==> src/rtl/mux_arbiter_if.sv <==
// Request/grant bundle between requesting units and the arbiter.
// master = requester side, slave = arbiter side.
interface mux_arbiter_if #(
  parameter int NUM_REQ = 4,
  parameter int IDX_W   = 2
);
  logic [0:NUM_REQ-1] req;
  logic               rr_mode;
  logic [0:NUM_REQ-1] gnt;
  logic [IDX_W-1:0]   gnt_idx;
  logic               gnt_vld;
  logic               to_err;

  modport master (
    output req, rr_mode,
    input  gnt, gnt_idx, gnt_vld, to_err
  );

  modport slave (
    input  req, rr_mode,
    output gnt, gnt_idx, gnt_vld, to_err
  );
endinterface

==> src/rtl/mux_arbiter.sv <==
// Registered fixed/round-robin arbiter driving a shared mux sel/enb.
// Define ARB_TIMEOUT_EN to bound grant length and mask offenders.
module mux_arbiter #(
  parameter int NUM_REQ        = 4,
  parameter int IDX_W          = 2,
  parameter int TIMEOUT_CYCLES = 64
) (
  input  logic          clk,
  input  logic          rst,
  mux_arbiter_if.slave  bus
);

  if (NUM_REQ < 2 || NUM_REQ > 8 ||
      IDX_W != $clog2(NUM_REQ) ||
      TIMEOUT_CYCLES < 2) begin : g_bad_cfg
    $error("mux_arbiter: bad parameters");
  end

  typedef enum logic {IDLE, GRANT} state_t;

  state_t             state_q, state_d;
  logic [0:NUM_REQ-1] gnt_q, gnt_d;
  logic [IDX_W-1:0]   idx_q, idx_d;
  logic [IDX_W-1:0]   last_q, last_d;
  logic [IDX_W-1:0]   win;
  logic               win_vld;
  logic [0:NUM_REQ-1] elig;
  logic               to_hit;
  logic               owner_req;

  assign owner_req = bus.req[idx_q];

`ifdef ARB_TIMEOUT_EN
  localparam int CNT_W = $clog2(TIMEOUT_CYCLES) + 1;

  logic [CNT_W-1:0]   cnt_q, cnt_d;
  logic [0:NUM_REQ-1] mask_q, mask_d;
  logic               to_err_q;

  assign elig   = bus.req & ~mask_q;
  assign to_hit = (state_q == GRANT) && owner_req &&
                  (cnt_q == CNT_W'(TIMEOUT_CYCLES - 1));

  // grant-length counter and per-requester timeout mask
  always_comb begin
    cnt_d  = (state_q == IDLE) ? '0 : cnt_q + 1'b1;
    mask_d = mask_q & bus.req;
    if (to_hit) mask_d[idx_q] = 1'b1;
  end

  // timeout bookkeeping registers
  always_ff @(posedge clk) begin
    if (rst) begin
      cnt_q    <= '0;
      mask_q   <= '0;
      to_err_q <= 1'b0;
    end else begin
      cnt_q    <= cnt_d;
      mask_q   <= mask_d;
      to_err_q <= to_hit;
    end
  end

  assign bus.to_err = to_err_q;
`else
  assign elig       = bus.req;
  assign to_hit     = 1'b0;
  assign bus.to_err = 1'b0;
`endif

  // winner pick: descending loops so the
  // highest-priority candidate is written last
  always_comb begin
    win     = '0;
    win_vld = 1'b0;
    if (!bus.rr_mode) begin
      for (int i = NUM_REQ - 1; i >= 0; i--) begin
        if (elig[i]) begin
          win     = IDX_W'(i);
          win_vld = 1'b1;
        end
      end
    end else begin
      for (int k = NUM_REQ; k >= 1; k--) begin
        if (elig[(int'(last_q) + k) % NUM_REQ]) begin
          win     = IDX_W'((int'(last_q) + k) % NUM_REQ);
          win_vld = 1'b1;
        end
      end
    end
  end

  // next-state logic
  always_comb begin
    state_d = state_q;
    unique case (state_q)
      IDLE:  if (win_vld) state_d = GRANT;
      GRANT: if (!owner_req || to_hit) state_d = IDLE;
      default: state_d = IDLE;
    endcase
  end

  // next values of the registered outputs
  always_comb begin
    gnt_d  = gnt_q;
    idx_d  = idx_q;
    last_d = last_q;
    unique case (state_q)
      IDLE: begin
        gnt_d = '0;
        if (win_vld) begin
          gnt_d[win] = 1'b1;
          idx_d      = win;
          last_d     = win;
        end
      end
      GRANT: begin
        if (!owner_req || to_hit) gnt_d = '0;
      end
      default: gnt_d = '0;
    endcase
  end

  // state and output registers
  always_ff @(posedge clk) begin
    if (rst) begin
      state_q <= IDLE;
      gnt_q   <= '0;
      idx_q   <= '0;
      last_q  <= IDX_W'(NUM_REQ - 1);
    end else begin
      state_q <= state_d;
      gnt_q   <= gnt_d;
      idx_q   <= idx_d;
      last_q  <= last_d;
    end
  end

  assign bus.gnt     = gnt_q;
  assign bus.gnt_idx = idx_q;
  assign bus.gnt_vld = |gnt_q;

endmodule

==> src/flat_wrapper.sv <==
// flat-port wrapper written by rule: the top's interface ports become plain ports
module mux_arbiter_flat 
#(
  parameter int NUM_REQ        = 4,
  parameter int IDX_W          = 2,
  parameter int TIMEOUT_CYCLES = 64
)
  (clk, rst, bus_req, bus_rr_mode, bus_gnt, bus_gnt_idx, bus_gnt_vld, bus_to_err);
  mux_arbiter_if #(.NUM_REQ(NUM_REQ), .IDX_W(IDX_W)) bus_i ();
  input  logic clk;
  input  logic rst;
  input wire logic [$bits(bus_i.req)-1:0] bus_req;
  input wire logic [$bits(bus_i.rr_mode)-1:0] bus_rr_mode;
  output wire logic [$bits(bus_i.gnt)-1:0] bus_gnt;
  output wire logic [$bits(bus_i.gnt_idx)-1:0] bus_gnt_idx;
  output wire logic [$bits(bus_i.gnt_vld)-1:0] bus_gnt_vld;
  output wire logic [$bits(bus_i.to_err)-1:0] bus_to_err;
  assign bus_i.req = bus_req;
  assign bus_i.rr_mode = bus_rr_mode;
  assign bus_gnt = bus_i.gnt;
  assign bus_gnt_idx = bus_i.gnt_idx;
  assign bus_gnt_vld = bus_i.gnt_vld;
  assign bus_to_err = bus_i.to_err;
  mux_arbiter #(.NUM_REQ(NUM_REQ), .IDX_W(IDX_W), .TIMEOUT_CYCLES(TIMEOUT_CYCLES)) u_core (.clk(clk), .rst(rst), .bus(bus_i));
endmodule
==> config.mk <==
export PLATFORM = sky130hd
export DESIGN_NAME = mux_arbiter_flat
export DESIGN_NICKNAME = d
export VERILOG_FILES = /design/src/rtl/mux_arbiter_if.sv /design/src/rtl/mux_arbiter.sv /design/src/flat_wrapper.sv
export SDC_FILE = /design/constraint.sdc
export NUM_CORES = 1
export LEC_CHECK = 0
export ABC_AREA = 1
export ABC_CLOCK_PERIOD_IN_PS = 3250
export CORE_ASPECT_RATIO = 0.6
export CORE_MARGIN = 4
export CORE_UTILIZATION = 25
export CTS_CLUSTER_SIZE = 30
export DETAILED_ROUTE_END_ITERATION = 7
export SLEW_MARGIN = 20
export SYNTH_ARGS = -nofsm -noshare
export SYNTH_HDL_FRONTEND = slang
export SYNTH_SLANG_ARGS = --single-unit
export TNS_END_PERCENT = 50
==> constraint.sdc <==
create_clock -name clk -period 3.25 [get_ports clk]
set_input_delay 0.65 -clock clk [delete_from_list [all_inputs] [get_ports clk]]
set_output_delay 0.65 -clock clk [all_outputs]
set_load 0.01 [all_outputs]
[After elaboration in Yosys (flattened, before gate mapping)]
Index checks and enable logic that the tools add are counted.
Storage, ports and cells
  logic and storage cells: 75
  output and inout port bits: 8
  bits in registers: 9
  input bits: 7
Cells by class
  bitwise operators: 11
  order comparisons: 7
  muxes and demuxes: 41
  eq/ne operators: 1
  add/subtract/negate cells: 4
  reduce and logical (&&, ||, !) cells: 7
Operator list (count)
  >= comparator 32 x 3 -> 1 bit, second input constant: 4
  NOT 32 bit: 4
  2-to-1 mux 1 bit: 22
  2-to-1 mux 2 bit: 9
  binary-select mux 1 bit (select 2 bit): 5
  2-to-1 mux 4 bit: 2
  one-hot mux 4 bit (2 select lines): 1
  OR reduction 2 bit: 4
  >= comparator 3 bit, second input constant: 2
  NOT 2 -> 3 bit: 2
  adder 2 x 1 -> 2 bit, second input constant: 2
  adder 2 bit, second input constant: 2
  AND 1 bit, first input constant: 4
  OR reduction 4 bit: 1
  less-than comparator 3 x 1 -> 1 bit, second input constant: 1
  demux 1 bit (select 2 bit): 1
  != test 2 bit, second input constant: 1
  one-hot mux 1 bit (2 select lines): 1
  AND reduction 2 bit: 1
  logical AND 1 bit: 1
  NOT 1 bit: 1

[Longest topological paths before layout]
  depth in word-level cells: 19
  gate-level depth with buffers: 13
  gate-level depth less buffers: 12

[Least setup slack after synthesis]
Ideal clock, no wire load.
  kind: reg2out
  from: register u_core.gnt_q, in the netlist u_core.bus.gnt[3]
  to: output port bus_gnt_vld
  data required time: 2.600 ns
  data arrival time: 0.902 ns
  slack: 1.698 ns
  buffers on the path: 0
  stages on the path, launching flop included: 2
  path through: dfxtp_1 > or4_1
Between the ends
  longest elaborated chain between the ends: 1
RTL lines
  start: declaration: line mux_arbiter.sv:22  | logic [0:NUM_REQ-1] gnt_q, gnt_d;
  start signal: assignment: line mux_arbiter.sv:133  | gnt_q <= gnt_d;
  OR reduction 4 bit: line mux_arbiter.sv:141  | assign bus.gnt_vld = |gnt_q;
  end: declaration: line flat_wrapper.sv:16  | output wire logic [$bits(bus_i.gnt_vld)-1:0] bus_gnt_vld;
No other way between the ends.

[Final worst setup path]
Same ends and word-level chain as after synthesis.

==> flow_summary.json <==
{
  "status": "finished, final reports clean",
  "postCtsHoldBufs": 0,
  "timing.critical_path.to_type": "output port",
  "asyncSetResetFlopFracSynth_pct": 0,
  "power.leakage_nw": 0.384,
  "area_delta_synth_final_pct": 30.2,
  "die_x_um": 72.8,
  "synthDistinctLibCells": 22,
  "list_of_cells_traversed_by_the_critical_path": "or4_1 -> clkdlybuf4s50_1",
  "yosys.cell_count.top_type": "sky130_fd_sc_hd__nand2_1",
  "grt_antenna_before_repair": 0,
  "ff2ff_setup_slack_ns": 1.63,
  "port-buffer-count": 13,
  "detailedRoute.firstPassIterationCount": 5,
  "rsz_0062_raised_after_global_routing": "false",
  "synth-edff-count": 0,
  "pwr_density_cell_nw_per_um2": 532,
  "crit_path_top_delay_cell": "sky130_fd_sc_hd__or4_1",
  "clock_skew_ns": 0.00626,
  "die_area_um2": 3420,
  "intPower_w": 0.000279,
  "cts_made_buffers": 3,
  "syn-cell-area_um2": 631,
  "clkPwrFrac_pct": 29.5,
  "post_route_minimum_period_ns": 2.19,
  "yosys.area.top_type_share_pct": 28.6,
  "die-height_um": 46.9,
  "hold_path.class": "reg2reg",
  "yosysTopAreaCell": "sky130_fd_sc_hd__dfxtp_1",
  "hpwl_um": 1370,
  "p_seq_share_pct": 32.4,
  "detail_route.wirelength_um": 1660,
  "pin_count": 15,
  "irDropWorstVdd_uv": 186,
  "overflow": 0,
  "route.vias.total": 698,
  "post_synth_inst_count": 103,
  "power.switching_w": 0.000157,
  "critical_path.max_stage_delay_ns": 0.51,
  "required_ns": 2.60,
  "layout-drive-gt1-share_pct": 12.8,
  "fin_crit_sh_pct": 67.4,
  "ctsHtreeMaxLevel": 1,
  "grt_start_max_net_pins": 9,
  "clk_transition_reported_paths_ns": 0.05,
  "yosys-top-cells-area": "sky130_fd_sc_hd__dfxtp_1 29%, sky130_fd_sc_hd__nand2_1 22%, sky130_fd_sc_hd__a21oi_1 8.7%",
  "tritoncts": "built",
  "antenna_cells_inserted": 0,
  "grtUsageTotal_pct": 10.3,
  "placedInstanceArea_um2": 776,
  "placed_cells_incl_taps": 143,
  "syn-num-nets": 110,
  "initial_core_util_pct": 27.7,
  "final_net_count": 125,
  "route.detailed.vias_per_inst": 4.75,
  "synth.ff_latch_count": 9,
  "critPathArrivalTime_ns": 1.54,
  "final-instance-count-excl-fill": 147,
  "synth.avg_cell_area_um2": 6.12,
  "max_freq_mhz": 456,
  "cap_violations": 0,
  "detail_route.drc_violations": 0,
  "grt_first_pass_wirelength_um": 2640,
  "cts_buffer_depth": 2,
  "cts_resized": 0,
  "num-fill-cells": 248,
  "min_path_cells": 2,
  "hold_violations_final": 0,
  "switching_share_pct": 35.9,
  "worst_r2r_path_depth": 12,
  "finish.instance_area_um2": 821,
  "detail_route.wl_per_cell_um": 11.3,
  "path_max_fanout": 3,
  "tns_ns": 0,
  "final_max_slew_viol_count": 0,
  "core_area_um2": 2280,
  "postLayoutCoreUtil_pct": 36.0,
  "cts_setup_buffers": 0,
  "postRouteAntennaNets": 0,
  "critPathKind": "reg2out",
  "postSynth.topFlopCell": "sky130_fd_sc_hd__dfxtp_1",
  "first_global_vias": 599,
  "crit_path_start_kind": "flip-flop",
  "setup_viol_count_final": 0,
  "rows": 13,
  "synth.yosys.warnings": 0,
  "clock-sinks": 9,
  "globalplace.congestion": 0.821,
  "drt_first_iter_violations": 50,
  "netlist_top_cells_count": "37 x sky130_fd_sc_hd__nand2_1, 11 x sky130_fd_sc_hd__a21oi_1, 9 x sky130_fd_sc_hd__dfxtp_1, 9 x sky130_fd_sc_hd__inv_1, 8 x sky130_fd_sc_hd__nand3_1",
  "ys_seq_area_share_pct": 28.6,
  "cts.root.buffer_cell": "sky130_fd_sc_hd__clkbuf_8",
  "clock_latency_ns": 0.23,
  "comb_power_share_pct": 38.1
}
[power by group through the flow]
stage	registers (W)	logic, W	clock network [W]
finish	0.000141	0.000166	0.000129
CTS	0.000142	0.000165	0.000130
global route	0.000144	0.000187	0.000136
global placement	0.000143	0.000162	0
detailed placement	0.000143	0.000164	0
floorplan	0.000140	0.000114	0
[worst paths after layout]
check	startpoint	to
worst max-delay path	u_core.bus.gnt[3]	bus_gnt_vld
worst min-delay path	u_core.bus.gnt[2]	u_core.bus.gnt[2]
worst max register to register	u_core.last_q[0]	u_core.bus.gnt[0]
worst min register to register	u_core.bus.gnt[2]	u_core.bus.gnt[2]
[layout make-up]
type                            count  area, um2  share of cell area, %
Inverter                           14       57.6                   7.01
Sequential cell                     9        180                   22.0
Multi-Input combinational cell     77        370                   45.1
Clock buffer                        4       45.0                   5.49
Tap cell                           30       37.5                   4.57
Timing Repair Buffer               13        130                   15.9
[sequential cells by signal (all words and copies together), names as in the netlist]
register	cells
u_core.state_q	1
u_core.last_q	2
u_core.bus.gnt	4
u_core.bus.gnt_idx	2
[cell usage in the layout (no fill, tap or decap)]
cell                              synthesis  layout
sky130_fd_sc_hd__or4_1                    1       1
sky130_fd_sc_hd__clkbuf_8                 0       3
sky130_fd_sc_hd__nand3_1                  8       8
sky130_fd_sc_hd__o21ai_2                  1       1
sky130_fd_sc_hd__clkbuf_1                 0       1
sky130_fd_sc_hd__nor3_1                   1       1
sky130_fd_sc_hd__o211ai_1                 3       3
sky130_fd_sc_hd__o21ai_1                  2       2
sky130_fd_sc_hd__nand2_1                 37      37
sky130_fd_sc_hd__clkdlybuf4s50_1          0      13
sky130_fd_sc_hd__inv_1                    9       9
sky130_fd_sc_hd__o21ai_0                  2       2
sky130_fd_sc_hd__nand3_2                  1       1
sky130_fd_sc_hd__a21oi_2                  1       1
sky130_fd_sc_hd__conb_1                   1       1
sky130_fd_sc_hd__nand4_1                  3       3
sky130_fd_sc_hd__dfxtp_1                  9       9
sky130_fd_sc_hd__clkinv_1                 1       1
sky130_fd_sc_hd__inv_6                    1       1
sky130_fd_sc_hd__inv_2                    3       3
sky130_fd_sc_hd__nand2_2                  5       5
sky130_fd_sc_hd__a21oi_1                 11      11
[critical path, delay by kind of cell (launching register included)]
| kind | cells | cell delay [ns] |
|---|---|---|
| DFF | 1 | 0.31 |
| buffers and inverters | 1 | 0.49 |
| and+or+nand+nor | 1 | 0.51 |
[cells by family (layout without fill, tap and decap cells)]
kind of cell	after synthesis	in the layout	share of synthesized area, %
simple gates	56	56	39.9
compound gates	20	20	18.3
flops	9	9	28.6
other cells	1	1	0.595
buf+inv	17	31	12.7
[stage by stage]
step	total power (W)	setup WS, ns	hold WS [ns]
2_1_floorplan	0.000254	1.70	0.461
3_3_place_gp	0.000306	1.04	0.470
3_5_place_dp	0.000308	0.995	0.474
4_1_cts	0.000437	1.05	0.484
5_1_grt	0.000467	1.01	0.508
6_report	0.000436	1.06	0.483
[per-layer routing]
| metal | wire (um) | vias up | GRT usage [%] |
|---|---|---|---|
| met1 | 909 | 302 | 15.3 |
| met3 | 154 | 3 | 4.27 |
| met4 | 11 | 0 | 4.41 |
| met2 | 588 | 30 | 12.5 |
| li1 | - | 363 | - |
| met5 | 0 | - | 0 |
No activity file was read; power rests on OpenSTA's default activity.
